File: src/rtl/pe_link_rr_arbiter.sv
// Burst-locked round-robin arbiter sharing one registered PE mesh link between NUM_REQ requesters.
// Define PE_ARB_STATS_EN to add per-requester grant counters on stat_grants.
module pe_link_rr_arbiter #(
  parameter int unsigned NUM_REQ    = 4,
  parameter int unsigned DATA_WIDTH = 130,
  parameter int unsigned MAX_BURST  = 8,
  parameter int unsigned CNT_W      = 16
) (
  input  logic                            clk,
  input  logic                            reset,
  input  logic                            ap_start,
  input  logic [NUM_REQ-1:0]              in_valid,
  input  logic [NUM_REQ*DATA_WIDTH-1:0]   in_data,
  input  logic [NUM_REQ-1:0]              in_last,
  output logic [NUM_REQ-1:0]              in_ready,
  output logic                            out_valid,
  output logic [DATA_WIDTH-1:0]           out_data,
  output logic                            out_last,
  input  logic                            out_ready,
  output logic [$clog2(NUM_REQ)-1:0]      grant_id,
  output logic                            busy
`ifdef PE_ARB_STATS_EN
  ,
  output logic [NUM_REQ*CNT_W-1:0]        stat_grants
`endif
);

  localparam int unsigned ID_W = $clog2(NUM_REQ);
  localparam int unsigned BC_W = $clog2(MAX_BURST + 1);

  if (NUM_REQ < 2 || MAX_BURST < 1 || CNT_W < 1) begin : g_param_check
    $error("pe_link_rr_arbiter: illegal parameter set");
  end

  typedef enum logic {IDLE, BURST} state_t;

  state_t                state;
  logic [ID_W-1:0]       ptr;
  logic [BC_W-1:0]       cnt;
  logic                  can_load;
  logic                  pick_found;
  logic [ID_W-1:0]       pick_idx;
  logic [NUM_REQ-1:0]    rot_valid;
  logic                  sel_valid;
  logic                  sel_last;
  logic [DATA_WIDTH-1:0] sel_data;
  logic                  beat_last;

  assign can_load  = !out_valid || out_ready;
  assign beat_last = sel_last || (cnt == BC_W'(MAX_BURST - 1));

  // Rotate requests so bit 0 is the current priority holder, then take the first set bit.
  always_comb begin : arb_pick
    int unsigned sum;
    rot_valid  = NUM_REQ'({in_valid, in_valid} >> ptr);
    pick_found = 1'b0;
    pick_idx   = '0;
    sum        = 0;
    for (int unsigned i = 0; i < NUM_REQ; i++) begin
      if (!pick_found && rot_valid[i]) begin
        pick_found = 1'b1;
        sum        = 32'(ptr) + i;
        if (sum >= NUM_REQ) sum = sum - NUM_REQ;
        pick_idx   = ID_W'(sum);
      end
    end
  end

  always_comb begin : grant_mux
    sel_valid = 1'b0;
    sel_last  = 1'b0;
    sel_data  = '0;
    in_ready  = '0;
    for (int unsigned i = 0; i < NUM_REQ; i++) begin
      if (grant_id == ID_W'(i)) begin
        sel_valid = in_valid[i];
        sel_last  = in_last[i];
        sel_data  = in_data[i*DATA_WIDTH +: DATA_WIDTH];
        in_ready[i] = (state == BURST) && can_load;
      end
    end
  end

  always_ff @(posedge clk) begin
    if (reset) begin
      state     <= IDLE;
      ptr       <= '0;
      cnt       <= '0;
      grant_id  <= '0;
      busy      <= 1'b0;
      out_valid <= 1'b0;
      out_data  <= '0;
      out_last  <= 1'b0;
`ifdef PE_ARB_STATS_EN
      stat_grants <= '0;
`endif
    end else begin
      case (state)
        IDLE: begin
          // Drain any beat left from the previous burst; nothing new loads here.
          if (out_ready) out_valid <= 1'b0;
          if (ap_start && pick_found) begin
            grant_id <= pick_idx;
            busy     <= 1'b1;
            cnt      <= '0;
            state    <= BURST;
`ifdef PE_ARB_STATS_EN
            for (int unsigned i = 0; i < NUM_REQ; i++) begin
              if (pick_idx == ID_W'(i))
                stat_grants[i*CNT_W +: CNT_W] <= stat_grants[i*CNT_W +: CNT_W] + CNT_W'(1);
            end
`endif
          end
        end
        BURST: begin
          if (can_load) begin
            if (sel_valid) begin
              out_data  <= sel_data;
              out_last  <= beat_last;
              out_valid <= 1'b1;
              cnt       <= cnt + BC_W'(1);
              if (beat_last) begin
                ptr   <= (grant_id == ID_W'(NUM_REQ - 1)) ? '0 : grant_id + ID_W'(1);
                busy  <= 1'b0;
                state <= IDLE;
              end
            end else begin
              // Grantee stalled upstream: emit a bubble but keep the grant.
              out_valid <= 1'b0;
            end
          end
        end
        default: state <= IDLE;
      endcase
    end
  end

endmodule
File: config.mk
export PLATFORM = sky130hd
export DESIGN_NAME = pe_link_rr_arbiter
export DESIGN_NICKNAME = d
export VERILOG_FILES = /design/src/rtl/pe_link_rr_arbiter.sv
export SDC_FILE = /design/constraint.sdc
export NUM_CORES = 1
export LEC_CHECK = 0
export ABC_AREA = 0
export CORE_AREA = 2 2 261 263
export CTS_CLUSTER_SIZE = 30
export DETAILED_ROUTE_END_ITERATION = 12
export DIE_AREA = 0 0 263 265
export SYNTH_ARGS = -nofsm -noshare
export SYNTH_HDL_FRONTEND = slang
export SYNTH_SLANG_ARGS = --single-unit
File: constraint.sdc
create_clock -name clk -period 1.8 [get_ports clk]
set_input_delay 0.18 -clock clk [delete_from_list [all_inputs] [get_ports clk]]
set_output_delay 0.18 -clock clk [all_outputs]
set_load 0.01 [all_outputs]
==> results.py, run 1 <==
metrics = {
    "global_route": {
        "overflow": 0,
        "grt_pass1_vias": 12500,
        "grt_usage": 0.153,
        "antenna_found_initial": 11,
        "grt_max_degree": 99,
        "grt_pass1_wl_um": 79700,
    },
    "timing": {
        "fmax_ghz": 0.441,
        "skew_ns": 0.0173,
        "hold_viol_final": 0,
        "worstMarginPinSlew_ns": 0.573,
        "worst_slack_ns": -0.466,
        "rsz0062_at_grt": "yes",
        "slew_headroom": 0.618,
        "setup_violations": 143,
        "whs_ns": 0.263,
        "slew_violations": 0,
        "fin_crit_ns": 2.27,
        "fin_crit_sh": 1.26,
    },
    "status": {
        "status": "complete, but fails checks",
        "violations": "setup timing",
    },
    "power_and_ir_drop": {
        "peakVddDrop_mv": 0.382,
        "netSwitchingPower_uw": 4130,
        "p_per_area_mw_per_mm2": 603,
        "intPower_uw": 8310,
        "p_leak_uw": 0.00695,
        "p_clk_frac": 0.285,
        "p_seq_frac": 0.294,
        "swShare": 0.332,
        "comb_power_share": 0.421,
    },
    "detailed_routing": {
        "first_iter_violations": 554,
        "vias_per_cell": 4.44,
        "wl_um": 57000,
        "wl_per_cell_um": 21.0,
        "vias": 12100,
        "postRouteAntennaNets": 0,
        "drc": 0,
        "firstDrtPassIters": 5,
    },
    "floorplanning": {
        "num_rows": 95,
        "io_pins": 671,
        "fp.dieW_um": 263,
        "core_mm2": 0.0668,
        "die-area_mm2": 0.0697,
        "die_h_um": 265,
        "initial_utilization": 0.139,
    },
    "setup_path": {
        "max_stage_delay_ns": 0.37,
        "ff2ff_path_depth": 11,
        "cp.arrival_ns": 2.63,
        "startpoint_type": "flip-flop",
        "crit_chain": "buf_4 > ha_4 > nor2b_4 > a221o_1 > buf_4 > a32o_4 > buf_12 > clkbuf_16 > buf_12 > nor2_2 > nor3_2",
        "cp_max_fo": 7,
        "path_buf_inv": 5,
        "critPathSlowestCell": "dfxtp_4",
        "critPathRequiredTime_ns": 2.16,
        "crit_cells": 11,
        "criticalPathCategory": "flip-flop to flip-flop",
        "endpoint_kind": "flip-flop",
        "cp_top_family": "buffers and inverters",
    },
    "synth": {
        "synthFlopType": "dfxtp_1",
        "synth_area_per_cell_um2": 8.18,
        "syn_area_mm2": 0.00927,
        "ys_async_sr_fraction": 0,
        "syn_inst": 1133,
        "synth_warnings": 0,
        "synth.most_common_cell": "dfxtp_1",
        "synthTopCellsByArea": "dfxtp_1 31%, nor3_2 13%, a221oi_1 12%, a211oi_1 10%, nor2b_1 9.0%",
        "synth_cell_type_count": 35,
        "syn_nets": 1670,
        "synth_seq_area_share": 0.307,
        "synthTopCellsByCount": "142 x dfxtp_1, 139 x nor3_1, 133 x nor2_1, 133 x nor2b_1, 132 x a221oi_1",
        "ys_ff_latch": 142,
        "synth-edff-count": 0,
        "synth_top_area_share": 0.307,
        "yosys.area.top_type": "dfxtp_1",
    },
    "clock_network": {
        "cts_made_buffers": 17,
        "clk_latency_ns": 0.48,
        "cts_sinks": 142,
        "cts_root_buf": "clkbuf_16",
        "cts.path.max_buffers": 2,
        "ctsHoldBuffers": 0,
        "htreeDepth": 4,
        "cts_tree": "done",
        "cts.clk_slew.worst_paths_ns": 0.07,
    },
    "worst_hold_path": {
        "hold_depth": 2,
        "min_path_type": "input port to flip-flop",
    },
    "cells_and_area": {
        "fillers": 6846,
        "nNetsFinal": 2370,
        "drive_above_1_share": 0.309,
        "syn_to_final_growth_pct": 123,
        "seq_area_mm2": 0.00285,
        "multi_input_area_mm2": 0.00732,
        "post_layout_nonfiller_instances": 2723,
    },
    "placement": {
        "gp_congestion": 0.884,
        "dp_cells": 2642,
        "dp_hpwl_um": 41500,
        "portBuffers": 670,
    },
    "job": {
        "max_cap_violations": 0,
    },
}
## cell families after synthesis
family                     Yosys count  share of synthesized area
and+or+nand+nor                    554                      0.367
DFF                                142                      0.307
AOI/OAI and AO/OA                  289                      0.250
buffers and inverters              142                     0.0690
muxes                                1                    0.00108
adders and majority gates            5                    0.00675
## routing by layer
layer	wire length, um	vias up	track usage
li1	-	5681	-
met1	22400	5726	0.170
met2	29000	596	0.273
met3	3910	80	0.0429
met4	1660	14	0.0656
met5	85	-	0
## power by group through the flow
| stage | clock network, uW | registers, uW | logic (uW) |
|---|---|---|---|
| 2_1_floorplan | 0 | 3790 | 1760 |
| 3_3_place_gp | 0 | 3670 | 4340 |
| 3_5_place_dp | 0 | 3680 | 4380 |
| 4_1_cts | 3730 | 3640 | 4900 |
| 5_1_grt | 3800 | 3690 | 5580 |
| 6_report | 3540 | 3660 | 5230 |
## registers in the layout (all words and copies together) (netlist names)
signal / count
state: 1
out_last: 1
out_valid: 1
grant_id: 2
busy: 1
ptr: 2
out_data: 130
cnt: 4
## what timing repair did
action | CTS | global route
pin swaps | 14 | 54
buffers inserted | 24 | 3
cloned | 13 | 10
resized for setup | 158 | 160
endpoints found under the setup margin | 144 | 145
## final cells by class
class | instances | share of cell area
sequential | 142 | 0.138
multi-input combinational | 849 | 0.355
clock inverter | 12 | 0.00540
inverter | 7 | 0.00152
timing repair buffer | 816 | 0.424
antenna | 5 | 0.000607
clock buffer | 19 | 0.0220
tap | 873 | 0.0529
## worst register-to-register path, stage by stage, from the launching register on
cell and delay, ns:
dfxtp_4 0.37, buf_4 0.12, ha_4 0.17, nor2b_4 0.06
a221o_1 0.36, buf_4 0.16, a32o_4 0.32, buf_12 0.15
clkbuf_16 0.17, buf_12 0.15, nor2_2 0.09, nor3_2 0.04
## placed cells by master (no fill, tap or decap), drive strengths merged, types with 2 or more instances in the layout
cell type / instances
a211oi: 129
nor2b: 133
nor3: 259
nand2: 7
clkdlybuf4s50: 665
buf: 140
dfxtp: 142
diode: 5
a221o: 2
clkbuf: 29
nand3: 7
clkinvlp: 3
ha: 5
inv: 10
a31oi: 2
nor2: 133
a21oi: 13
clkinv: 5
nand2b: 3
o21ai: 3
nand3b: 4
a221oi: 132
o22ai: 2
and3: 4
## worst paths after layout
check	start	end	slack [ns]
worst min register to register	out_data[26]	out_data[26]	0.50
worst max register to register	grant_id[0]	out_data[18]	-0.47
worst min-delay path	reset	out_data[78]	0.26
worst max-delay path	grant_id[0]	out_data[18]	-0.47
## through the flow
step / worst slack [ns] / setup TNS [ns] / instance area [um^2] / utilization / total power [uW]
after global placement: -0.458 / -53.19 / 18000 / 0.269 / 8000
after global routing: -0.527 / -61.22 / 20600 / 0.309 / 13100
after detailed placement: -0.625 / -64.72 / 18000 / 0.269 / 8060
after CTS: -0.425 / -49.94 / 19600 / 0.294 / 12300
final: -0.466 / -51.63 / 20600 / 0.309 / 12400
after floorplan: -0.0990 / -10.37 / 9890 / - / 5540
(Power assumes the default switching activity.)
==> run 2: changes to the inputs <==
Settings changed: SLEW_MARGIN from default to 20, TNS_END_PERCENT from default to 100.
==> results of run 2 <==
Final layout, timing and power as in run 1 (identical DEF).
